==> src/rtl/pc_fetch_pkg.sv <==
// Shared definitions for the instruction fetch unit: default widths and FSM state encoding.
package pc_fetch_pkg;

  localparam int DEF_ADDR_W   = 8;
  localparam int DEF_DATA_W   = 16;
  localparam int DEF_PC_STEP  = 1;
  localparam int DEF_RESET_PC = 0;

  typedef enum logic [2:0] {
    IDLE    = 3'd0,
    FETCH   = 3'd1,
    CAPTURE = 3'd2,
    HOLD    = 3'd3,
    STOP    = 3'd4
  } state_t;

endpackage

==> src/rtl/pc_fetch_pc_reg.sv <==
// Program counter register: sync reset to RESET_PC, redirect load, and increment by PC_STEP.
// Also reports the carry out of the increment so the fetch unit can detect overflow.
module pc_reg
  import pc_fetch_pkg::*;
#(
  parameter int ADDR_W   = DEF_ADDR_W,
  parameter int PC_STEP  = DEF_PC_STEP,
  parameter int RESET_PC = DEF_RESET_PC
) (
  input  logic              clk,
  input  logic              reset,
  input  logic              load,
  input  logic [ADDR_W-1:0] load_addr,
  input  logic              inc,
  output logic [ADDR_W-1:0] pc,
  output logic              carry
);

  logic [ADDR_W-1:0] value_reg;
  logic [ADDR_W:0]   sum;

  // One extra bit so the carry out of the ADDR_W-bit increment is visible.
  assign sum   = {1'b0, value_reg} + (ADDR_W+1)'(PC_STEP);
  assign pc    = value_reg;
  assign carry = sum[ADDR_W];

  always_ff @(posedge clk) begin
    if (reset) begin
      value_reg <= ADDR_W'(RESET_PC);
    end else if (load) begin
      value_reg <= load_addr;
    end else if (inc) begin
      value_reg <= sum[ADDR_W-1:0];
    end
  end

endmodule

==> src/rtl/pc_fetch.sv <==
// Instruction fetch unit: PC-driven synchronous memory reads delivered on a valid/ready handshake.
// Optional PC overflow stop/err is enabled by defining PC_FETCH_BOUND_EN.
module pc_fetch
  import pc_fetch_pkg::*;
#(
  parameter int ADDR_W   = DEF_ADDR_W,
  parameter int DATA_W   = DEF_DATA_W,
  parameter int PC_STEP  = DEF_PC_STEP,
  parameter int RESET_PC = DEF_RESET_PC
) (
  input  logic              clk,
  input  logic              reset,
  input  logic              en,
  input  logic              load,
  input  logic [ADDR_W-1:0] load_addr,
  output logic              mem_rd,
  output logic [ADDR_W-1:0] mem_addr,
  input  logic [DATA_W-1:0] mem_rdata,
  output logic              instr_valid,
  input  logic              instr_ready,
  output logic [DATA_W-1:0] instr,
  output logic [ADDR_W-1:0] instr_pc,
  output logic              err
);

  state_t            state_reg, state_next;
  logic [ADDR_W-1:0] pc;
  logic              carry;
  logic              inc;
  logic              instr_valid_reg;
  logic [DATA_W-1:0] instr_reg;
  logic [ADDR_W-1:0] instr_pc_reg;

  // A redirect in CAPTURE overrides the increment; the word being captured is dropped.
  assign inc = (state_reg == CAPTURE) && !load;

  pc_reg #(
    .ADDR_W  (ADDR_W),
    .PC_STEP (PC_STEP),
    .RESET_PC(RESET_PC)
  ) u_pc_reg (
    .clk      (clk),
    .reset    (reset),
    .load     (load),
    .load_addr(load_addr),
    .inc      (inc),
    .pc       (pc),
    .carry    (carry)
  );

`ifdef PC_FETCH_BOUND_EN
  logic ovf_reg;
  logic err_reg;
  assign err = err_reg;
`else
  logic carry_unused;
  assign carry_unused = carry;
  assign err          = 1'b0;
`endif

  always_ff @(posedge clk) begin
    if (reset) begin
      state_reg <= IDLE;
    end else begin
      state_reg <= state_next;
    end
  end

  always_comb begin
    state_next = state_reg;
    if (load) begin
      state_next = en ? FETCH : IDLE;
    end else begin
      case (state_reg)
        IDLE:    if (en) state_next = FETCH;
        FETCH:   state_next = CAPTURE;
        CAPTURE: state_next = HOLD;
        HOLD: begin
          if (instr_ready) begin
`ifdef PC_FETCH_BOUND_EN
            state_next = ovf_reg ? STOP : (en ? FETCH : IDLE);
`else
            state_next = en ? FETCH : IDLE;
`endif
          end
        end
`ifdef PC_FETCH_BOUND_EN
        STOP:    state_next = STOP;
`endif
        default: state_next = IDLE;
      endcase
    end
  end

  always_comb begin
    mem_rd = (state_reg == FETCH);
  end

  assign mem_addr    = pc;
  assign instr_valid = instr_valid_reg;
  assign instr       = instr_reg;
  assign instr_pc    = instr_pc_reg;

  always_ff @(posedge clk) begin
    if (reset) begin
      instr_valid_reg <= 1'b0;
      instr_reg       <= '0;
      instr_pc_reg    <= '0;
`ifdef PC_FETCH_BOUND_EN
      ovf_reg         <= 1'b0;
      err_reg         <= 1'b0;
`endif
    end else if (load) begin
      instr_valid_reg <= 1'b0;
`ifdef PC_FETCH_BOUND_EN
      ovf_reg         <= 1'b0;
      err_reg         <= 1'b0;
`endif
    end else begin
      case (state_reg)
        CAPTURE: begin
          instr_reg       <= mem_rdata;
          instr_pc_reg    <= pc;
          instr_valid_reg <= 1'b1;
`ifdef PC_FETCH_BOUND_EN
          ovf_reg         <= carry;
`endif
        end
        HOLD: begin
          if (instr_ready) begin
            instr_valid_reg <= 1'b0;
`ifdef PC_FETCH_BOUND_EN
            // Overflowed word is delivered first; err rises on its handshake.
            err_reg         <= ovf_reg;
`endif
          end
        end
        default: ;
      endcase
    end
  end

endmodule
==> config.mk <==
export PLATFORM = sky130hd
export DESIGN_NAME = pc_fetch
export DESIGN_NICKNAME = d
export VERILOG_FILES = /design/src/rtl/pc_fetch_pkg.sv /design/src/rtl/pc_fetch_pc_reg.sv /design/src/rtl/pc_fetch.sv
export SDC_FILE = /design/constraint.sdc
export NUM_CORES = 1
export LEC_CHECK = 0
export ABC_AREA = 1
export CORE_MARGIN = 3
export CORE_UTILIZATION = 45
export DETAILED_ROUTE_END_ITERATION = 8
export GPL_ROUTABILITY_DRIVEN = 0
export HOLD_SLACK_MARGIN = 0.06
export PLACE_DENSITY = 0.91
export REMOVE_ABC_BUFFERS = 1
export SKIP_CTS_REPAIR_TIMING = 1
export SLEW_MARGIN = 25
export SYNTH_ARGS = -nofsm -noshare
export SYNTH_HDL_FRONTEND = slang
export SYNTH_SLANG_ARGS = --single-unit
export TNS_END_PERCENT = 5
==> constraint.sdc <==
create_clock -name clk -period 3.6 [get_ports clk]
set_input_delay 0.72 -clock clk [delete_from_list [all_inputs] [get_ports clk]]
set_output_delay 0.72 -clock clk [all_outputs]
set_load 0.01 [all_outputs]
; Yosys cells after proc, flatten, opt, wreduce, memory -nomap -nowiden
; Cells that the tools add are included.
[op_classes]
mux = 9
addsub = 1
n_reduce_logical = 9
n_eq_ne = 6
bitwise_logic = 1
[op_table]
columns = cell, n
row1 = 8-bit 2-to-1 mux, 2
row2 = 3-bit case mux with 4 select lines, 1
row3 = 3-bit 2-to-1 mux, 3
row4 = 8-bit by 1-bit adder with 8-bit output (second input constant), 1
row5 = 3-bit by 2-bit == test with 1-bit output (second input constant), 2
row6 = 3-bit != test (second input constant), 2
row7 = 2-bit AND reduction, 3
row8 = 2-bit nonzero test, 2
row9 = 3-bit by 1-bit == test with 1-bit output (second input constant), 1
row10 = 3-bit logical NOT, 1
row11 = 1-bit 2-to-1 mux, 2
row12 = 2-bit != test (second input constant), 1
row13 = 1-bit case mux with 2 select lines, 1
row14 = 2-bit OR reduction, 1
row15 = 1-bit logical AND, 1
row16 = 1-bit logical NOT, 1
row17 = 1-bit inverter, 1
[word_totals]
output_inout_bits = 35
reg_bits = 36
inputBits = 29
wordCells = 31

; Longest topological paths before layout
; Gate-level depths: netlist of the first run.
[depth]
depth_word = 4
ltp_mapped = 9
mapped_depth_nobuf = 8

; By module
; A second synthesis of the first run with hierarchy kept.
[unflattened]
hier_cells = 211
hier_area_um2 = 1631.6
[by_module_without_submodules]
columns = mod, cells_per_inst, seq_area_each_um2, area_each_um2, n_inst
row1 = pc_fetch, 140, 540.5, 1152.4, 1
row2 = pc_reg, 71, 160.2, 479.2, 1

; Worst setup path before layout of the first run
; No wires, ideal clock.
[synth_timing]
path_kind = input port to flip-flop
start = in load
end = reg u_pc_reg.value_reg[7] (netlist: u_pc_reg.pc[7])
path_stages = 8
t_required_ns = 3.491
path_slack_ns = 2.174
arrival_time_ns = 1.317
path_buffers = 1
setup_ns = 0.109
path_cell_list = inv_1 > nand2_2 > buf_2 > nor2_1 > nand2_1 > nand3_1 > nand2_1 > inv_1
[synth_between]
elab_chain_cells = 3
word_cells_on_any_way = 4
classes_between = mux (1) / reduce/logical (3)
[synth_lines]
columns = item, line_no
row1 = "start, declared", pc_fetch.sv:14  ; input logic load,
row2 = 1-bit logical NOT, pc_fetch.sv:35  ; assign inc = (state_reg == CAPTURE) && !load;
row3 = 1-bit logical AND, pc_fetch.sv:35
row4 = 2-bit nonzero test (no line), -
row5 = "end signal, assigned", pc_fetch_pc_reg.sv:29  ; value_reg <= ADDR_W'(RESET_PC);
row6 = "end signal, assigned", pc_fetch_pc_reg.sv:31  ; value_reg <= load_addr;
row7 = "end signal, assigned", pc_fetch_pc_reg.sv:33  ; value_reg <= sum[ADDR_W-1:0];
row8 = "end, declared", pc_fetch_pc_reg.sv:19  ; logic [ADDR_W-1:0] value_reg;
; Parallel ways exist; a longest one is shown, timed or not.
; A chain may end at the register's enable or synchronous reset.

; Worst setup path after layout of the first run
[layout_timing]
start = in load
end = reg u_pc_reg.value_reg[4] (netlist: u_pc_reg.pc[4])
; Same word-level chain as after synthesis.

==> results.txt, run 1 <==
- Number of port buffers: 62
- RSZ-0062 raised after global routing: no
- The smallest clock period supported by the final layout is computed as 2456 ps.
* Depth of the CTS H-tree: 2
* Wire length of the first global-routing pass: 6.513 mm
- Cell Rows: 20
- Number of buffers on the longest clock path: 2
* Number of max-slew violations in the final report: 0
- In this run, synthesis produced a sequential element count of 35.
- Gate Count Post-Synth: between 200 and 250
* Pin count of the biggest net entering global routing: 32
- Across the VDD grid, the largest voltage drop is 0.0001968 V.
* Final routed DRC violation total: 0
- Cell type with the highest aggregate area in the netlist: dfxtp_1
- Filler cell count: 267
* Proportion of synthesized chip area in sequential cells: 45.38%
* Number of enable-type register cells in the synthesized netlist: 0
- Minimum setup slack among reg-to-reg paths: between 1500 and 2000 ps
* Most numerous cell types in the synthesized netlist: nor2_1 (56), dfxtp_1 (35), nand2_1 (33), o21ai_0 (24), inv_1 (20)
- Top post-synthesis cells by area: dfxtp_1 (45%), nor2_1 (14%), nand2_1 (8.0%)
- Inserted Diodes: 0
- Counting both buffers and inverters, the worst setup path holds a total of 4.
- Relative to the synthesized area, the layout overhead comes to 44.73%.
* Category of cells accounting for the largest share of critical-path delay: buffers and inverters
- Maximum clock frequency: 407.1 MHz
* Accumulated negative setup slack: 0 ps
- Ratio of final minimum period to clock period: 68.24%
* Routed wire per std cell: 12.33 µm
- Required time reported for the critical path endpoint: a little under 4000 ps
- Fraction of final layout cells sized beyond drive strength 1: 3.971%
* Crit path arrival time: 2710 ps
* Clock-pin slew on the worst setup and hold paths: 110 ps
- Setup violations remaining at the end of the flow were counted as 0.
- Via Count: about 1600
- A synthesized cell averages 7.115 µm².
* DRT Wirelength: ~4.0 mm
* Tightest Pin Transition: between 600 and 700 ps
* Dominant synthesized flop cell: dfxtp_1
- The signal on the critical path passes through clkdlybuf4s50_1 -> inv_1 -> nand2_2 -> inv_2 -> nand3_1 -> nand3_1 -> nand2_1 -> inv_1.
* Total Routing Usage GR: 20.19%
* Final hold vios: 0
- Clock skew on the completed layout was measured at 12.57 ps.
* Share of flip-flops with an asynchronous set or reset: 0%
- Pin placement for this block handled 64 I/O pins.
- STA classifies the critical path startpoint as an input port.
- STA classifies the critical path endpoint as a flop.
* Clock sink count: 35
* Crit-path max cell delay: between 700 and 800 ps
- GRT overflow: 0
- Cell area after synthesis: 1544 µm²
* Vias in the first global route: 1438
- Measured on the finished design, the core utilization comes to 70.87%.
* Count of TritonRoute iterations in the first routing pass: 4
- Slowest stage cell on the critical path: clkdlybuf4s50_1
- In this run the vertical extent of the chip is about 65 µm.
- In this run the static leakage power is roughly 0.9 nW.
* Die W: 64.58 µm
- The core region is about 3200 µm².
- Root Buffer: clkbuf_4
- After synthesis, the largest area contributor takes up 45.38% of total cell area.
- Initial Utilization: roughly 49%
- Number of nets at the end of the flow: 310
* Slew headroom: between 50% and 60%
* Max capacitance violation total: 0
* Syn. warnings: 0
- The wire-length estimate of the detail-placed layout is around 2.8 mm.
- Along the worst path, the maximum fanout reaches 31.
- Counting the buffers created by CTS gives 5.
- Antenna violations before repair: 0
* Via density per instance: 4.891
- Among all cell types in the netlist, the one instantiated most often is nor2_1.
- By startpoint and endpoint, the worst setup path is classified as input port to flop.
- The detailed router finished its first iteration with ~100 violations.
- Number of flip-flops in the largest register: 16
* Worst-Skew Late Latency: 350 ps
- The run finished with clean final reports.
* Worst hold-check path type: flop to flop
- The detail route stage leaves a number of antenna-violating nets equal to 0.
* Area of the die: 4170 µm²
- TritonCTS built the clock tree.
- Power spread over the standard cell area amounts to 364.7 nW/µm².
- The netlist uses 22 different library cells.
-- power breakdown --
| part | internal, mW | total, mW | switching (mW) |
|---|---|---|---|
| combinational | 0.0776 | 0.142 | 0.0647 |
| sequential | 0.405 | 0.420 | 0.0149 |
| clock | 0.114 | 0.252 | 0.138 |
-- per-stage QoR --
step / worst slack (ps) / std cells / power (mW) / hold WS [ps] / area (µm²)
final: 1144 / 321 / 0.8149 / 494.1 / 2235
after global placement: 848.0 / 313 / 0.5656 / 464.3 / 2162
after floorplan: 1891 / 207 / 0.4881 / 488.9 / 1486
after global routing: 938.0 / 321 / 0.8552 / 513.2 / 2235
after detailed placement: 788.5 / 313 / 0.5698 / 473.2 / 2162
after CTS: 1161 / 321 / 0.8193 / 494.3 / 2235
-- layer usage --
| layer | vias to the layer above | track usage [%] | share of wire [%] |
|---|---|---|---|
| met5 | - | 0 | 0 |
| li1 | 804 | - | - |
| met3 | 5 | 6.066 | 6.5 |
| met4 | 0 | 9.235 | 1.7 |
| met1 | 711 | 23.76 | 42 |
| met2 | 50 | 33.63 | 49 |
-- tightest hold or removal path, stage by stage, from the launching register on --
cell	delay, ps
dfxtp_1	330
nor2_1	90
nor2_1	50
-- layout make-up --
type	instances	area (µm²)	area share, %
inverter	21	78.83	3.527
multi-input combinational	151	706.9	31.63
clock buffer	7	65.06	2.912
clock inverter	1	7.507	0.3359
tap	44	55.05	2.464
timing repair buffer	62	620.6	27.77
sequential	35	700.7	31.36
-- cells in the final DEF, fill, tap and decap left out, types with 3 or more instances in the layout --
master	count
nand2_1	33
clkdlybuf4s50_1	62
nand3_1	14
inv_1	20
ha_1	5
dfxtp_1	35
clkbuf_4	5
nor2_1	56
o21ai_0	24
a21boi_0	3
a22oi_1	3
a21oi_1	3
nor3_1	3
-- final timing paths --
kind / start / end / depth (start not counted)
setup / recovery: load / u_pc_reg.pc[4] / 8
hold / removal: instr[14] / instr[14] / 2
setup reg to reg: state_reg[0] / u_pc_reg.pc[4] / 8
hold reg to reg: instr[14] / instr[14] / 2
-- logic make-up after synthesis --
kind of cell    Yosys count  share of synthesized area, %
compound gates           37                         13.53
fa+ha+maj                 5                         4.052
buf+inv                  31                         8.832
flops                    35                         45.38
other cells               1                        0.2429
simple gates            108                         27.96
Note: power is estimated with default switching activity, not from simulation.
==> run 2, diff against run 1 <==
- CORE_UTILIZATION: 45 -> 38
- PLACE_DENSITY: 0.91 -> 0.82
- clock period: 3.6 -> 2.2 ns (I/O delays scaled with it)
==> results.txt, run 2 (synthesis results as in run 1) <==
- Tracing the worst setup path back leads to its startpoint at state_reg[1].
- The number of hold-slack violations in the final timing report is 0.
- The internal power of the cells totals between 1 and 1.5 mW.
- Most frequent cells in the layout: clkdlybuf4s50_1 (62), nor2_1 (56), dfxtp_1 (35)
* Crit-path max FO: 3
- The first TritonRoute pass finished after 4 iterations.
- In this run, the clock network consumes 32.2% of the power.
- Critical Path End Type: primary output
* Number of nets at the end of the flow: 314
- RSZ-0062 raised after global routing: no
- Row generation in the floorplan step produced 22 rows.
* Accumulated negative setup slack: 0 ps
- The floorplan step set the die height to 69.74 µm.
- Launching point of the worst reg2reg path: state_reg[0]
- Sequential cell fraction of total power: 50.7%
- At the placement stage, the worst setup path has a slack of approximately 330 ps.
* Area of the die: 4864 µm²
- Antenna violations before repair: 0
- For the pin with the worst max-slew slack, the measured transition is about 500 ps.
* Via Count: 1547
- Number of flip-flops in the largest register: 16
- CTS built an H-tree with a depth of 2.
* Outcome: finished clean
- Wire length of the first global-routing pass: about 6.4 mm
- Clock buffer count from CTS: 5
* Startpoint types: flop
- DRT Wirelength: 3.863 mm
* Top-Level Pins: 64
- Antenna-violating nets left: 0
- Filler cell count: 371
- VDD sags by at most 0.0002798 V.
- Skew final: 7.630 ps
* Die W: 69.74 µm
- The critical path in this run is classified as flop to primary output.
- The worst hold path begins at instr[9].
* Final hold slack: between 400 and 500 ps
- Setup violations remaining at the end of the flow were counted as 0.
- After global routing the overflow that remains totals 0.
- Layout overhead on the synthesized area: 47.57%
- 0 antenna diodes ended up in the layout.
* Standby leakage power: 0.9353 nW
* Number of buffers on the longest clock path: 2
* Tmin final: approximately 1800 ps
* Number of port buffers: 62
* Combinational fraction of design power: between 15 and 20%
* Required time reported for the critical path endpoint: 1760 ps
* Slew headroom: 66.68%
- Switching share of total power: 25.29%
- Maximum clock frequency: 553.3 MHz
* Initial Utilization: just over 40%
* Ratio of final minimum period to clock period: 82.15%
* Fraction of final layout cells sized beyond drive strength 1: 4.626%
- Pin count of the biggest net entering global routing: 32
- Across the run, the number of max-cap violations was 0.
* Power density cells: 596.9 nW/µm²
- Clock-pin slew on the worst setup and hold paths: 70 ps
* Final setup slack of the worst path: approximately 400 ps
* Vias in the first global route: 1473
* Total Routing Usage GR: 16.34%
* Clock sink count: 35
- Switching Power: roughly 340 µW
- Number of max-slew violations in the final report: 0
- Iteration-0 DRC Markers: 84
- Worst-Skew Late Latency: 280 ps
- Most frequent standard cell in the layout excluding fill and tap cells: clkdlybuf4s50_1
- TritonCTS built the clock tree.
- Root Buffer: clkbuf_8
* Core Region: 3799 µm²
* Via density per instance: 4.702
- Routed wire per std cell: 11.74 µm
- Share of the core filled with cells in the final layout: between 50% and 60%
* Final routed DRC violation total: 0
- The worst hold path belongs to the class flop to flop.
- Crit path arrival time: roughly 1400 ps
* Detailed placer's ending HPWL: 2.793 mm
## run 2: cell types whose count changed in the layout (fill, tap and decap cells not counted), sizes merged
cell / before / now
buf: 0 / 4
clkinvlp: 1 / 0
clkinv: 0 / 1
## run 2: area by class of cell
class | count | area [µm²] | share of cell area, %
Inverter | 21 | 78.83 | 3.460
Clock inverter | 1 | 5.005 | 0.2197
Timing Repair Buffer | 66 | 650.6 | 28.56
Sequential cell | 35 | 700.7 | 30.75
Tap cell | 48 | 60.06 | 2.636
Clock buffer | 7 | 76.32 | 3.350
Multi-Input combinational cell | 151 | 706.9 | 31.03
## run 2: critical path: stages (launching register included)
cell and delay [ps]:
dfxtp_1 320, inv_1 100, ha_1 150, clkdlybuf4s50_1 520
## run 2: stage by stage
step | cells | cell area (µm²) | total power [mW]
2_1_floorplan | 207 | 1486 | 0.7987
3_3_place_gp | 321 | 2197 | 0.9335
3_5_place_dp | 321 | 2197 | 0.9365
4_1_cts | 329 | 2278 | 1.374
5_1_grt | 329 | 2278 | 1.424
6_report | 329 | 2278 | 1.360
## run 2: worst paths after layout
| check | end | slack, ps | cells after the start |
|---|---|---|---|
| hold / removal | instr[9] | 480 | 2 |
| setup reg to reg | u_pc_reg.pc[0] | 610 | 9 |
| setup / recovery | mem_rd | 390 | 3 |
| hold reg to reg | instr[9] | 480 | 2 |
## run 2: layer usage
| metal | track usage, % | share of wire [%] |
|---|---|---|
| met2 | 24.36 | 43 |
| met3 | 4.638 | 5.9 |
| met4 | 10.00 | 3.0 |
| met5 | 0 | 0 |
| met1 | 20.73 | 48 |
## run 2: power by group through the flow
stage	clock, mW	combinational, mW	sequential (mW)
global route	0.472	0.259	0.693
global placement	0	0.231	0.703
detailed placement	0	0.233	0.703
finish	0.438	0.233	0.689
floorplan	0	0.0874	0.711
CTS	0.451	0.235	0.689
==> run 3, diff against run 2 <==
- clock period: 2.2 -> 1.6 ns (I/O delays scaled with it)
==> results.txt, run 3 (synthesis results as in run 1) <==
- Die W: 69.74 µm
- between 60 and 70 I/O pins were placed.
- In the final layout, the share of cells above drive strength 1 is 10.00%.
- TritonCTS built the clock tree.
* Clock sink count: 35
- Number of nets at the end of the flow: between 300 and 400
- After the first detailed-routing iteration, the DRC count stood at 127.
- Most frequent standard cell in the layout excluding fill and tap cells: clkdlybuf4s50_1
* Layout overhead on the synthesized area: 57.05%
* Pin count of the biggest net entering global routing: 27
- Counting tap cells, the placed design contains a total of 330 instances.
- Setup total negative slack on the finished layout was measured at 0 ps.
* Worst IR Drop VDD: 0.0004243 V
- Setup repair after global routing could not meet its margin everywhere.
* Initial Utilization: 40.65%
- Among all stages on the critical path, the largest delay is contributed by clkdlybuf4s50_1.
- The via count of the first global-routing pass came to 1461.
* Max capacitance violation total: 0
* Number of max-slew violations in the final report: 0
* Outcome: finished clean
- The tightest min-delay check is of the flop to flop type.
- The floorplan has 22 rows.
- Clock buffer count from CTS: 5
* Final routed DRC violation total: 0
- Counting both buffers and inverters, the worst setup path holds a total of 1.
* Worst path cell trace: clkdlybuf4s50_1
* Crit path arrival time: 1230 ps
- Category of cells accounting for the largest share of critical-path delay: buffers and inverters
- Counting the fill cells in the layout gives between 300 and 400.
- Core Region: 3799 µm²
* Routed wire per std cell: ~12 µm
- From bottom edge to top edge, the die measures 69.74 µm.
- Depth of the CTS H-tree: 2
- The worst path uses just under 100% of the clock period.
* Total Routing Usage GR: 16.79%
- In the layout the commonest cells are clkdlybuf4s50_1 (60), nor2_1 (56), nand2_1 (33).
- Maximum clock frequency: 645.5 MHz
* Via Count: roughly 1600
- Sequential cell area: around 710 µm²
- The number of hold-slack violations in the final timing report came to 0.
- The critical path is of the flop to primary output type.
- Antenna-violating nets left: 0
- Startpoint types: flop
* Inserted Diodes: 0
* Finished Layout Cells: 338
- The initial antenna violation count was 0.
- In this run the power density over the cells is slightly above 900 nW/µm².
- Buffers placed on the I/O ports in this run total 62.
- Multi-input combinational cell area: ~710 µm²
* Number of buffers on the longest clock path: 2
- Number of flip-flops in the largest register: 16
- The first global-routing pass estimated 6.575 mm of wire.
- The largest single stage delay on the critical path is 560 ps.
* Detailed placer's ending HPWL: 2.974 mm
- Clock-pin slew was measured on the worst setup and hold paths at 80 ps.
- Skew final: ~4.5 ps
- The die covers 4864 µm².
* Setup violation total in the final timing report: 0
* Tmin final: 1549 ps
- Power comes to 2.246 mW.
* Via density per instance: ~4.7
- Share of the core filled with cells in the final layout: 63.83%
- Root Buffer: clkbuf_8
- For this run the aggregate overflow at the end of global routing stands at 0.
- The final layout contains routed wiring with a total length of 4.059 mm.
* Crit-path max FO: 6
* Count of TritonRoute iterations in the first routing pass: 4
- Data on the critical path is required at its endpoint by about 1300 ps.
* Worst-Skew Late Latency: between 200 and 300 ps
- STA classifies the critical path endpoint as a primary output.
* Standby leakage power: about 1.0 nW
[run 3: changes by cell type in the layout (fill, tap and decap cells not counted)]
cell / change
dlymetal6s2s_1: +2
clkbuf_1: -2
buf_4: +8
clkdlybuf4s50_1: -2
bufinv_16: +2
dfxtp_2: +5
buf_12: +1
clkinv_2: -1
clkinvlp_4: +1
dfxtp_1: -5
[run 3: cell type report]
type / count / area share, %
repair buffers: 75 / 30.34
flip-flops and latches: 35 / 29.15
clock inverters: 3 / 2.786
clock buffers: 5 / 2.838
well taps: 48 / 2.477
inverters: 21 / 3.251
multi-input cells: 151 / 29.15
[run 3: per-layer routing]
metal	part of all wire, %	routed length [µm]	track usage (%)	vias to the layer above
met2	45	1826	27.22	48
met1	48	1933	20.88	713
met5	0	0	0	-
met3	6.1	247	5.362	5
li1	-	-	-	835
met4	1.3	51	5.957	0
[run 3: through the flow]
step | hold WS, ps | setup WS (ps) | instance area (µm²)
after floorplan | 389.1 | 63.60 | 1486
after global placement | 461.2 | -6.216 | 2277
after detailed placement | 470.3 | -90.49 | 2277
after CTS | 488.7 | -114.9 | 2414
after global routing | 503.7 | -0.08338 | 2425
final | 482.9 | 50.85 | 2425
[run 3: worst paths after layout]
kind                  start             end  slack [ps]  cells past startpoint
max reg2reg    state_reg[0]  u_pc_reg.pc[0]         120                      9
min             instr_pc[2]     instr_pc[2]         480                      2
max          u_pc_reg.pc[1]     mem_addr[1]          50                      1
min reg2reg     instr_pc[2]     instr_pc[2]         480                      2
[run 3: where the power goes]
group          switching [mW]  total, mW  internal (mW)
Sequential             0.0327      0.946          0.914
Clock                   0.334      0.955          0.621
Combinational           0.150      0.345          0.195
Total                   0.516       2.25           1.73
[run 3: worst reg2reg max path, stage by stage (launching register included)]
cell and delay, ps:
dfxtp_1 390, inv_1 80, ha_1 270, nand2_2 130, buf_12 160, nor2_1 80, a21oi_1 110, nand2_1 70
nand2_1 60, inv_1 30
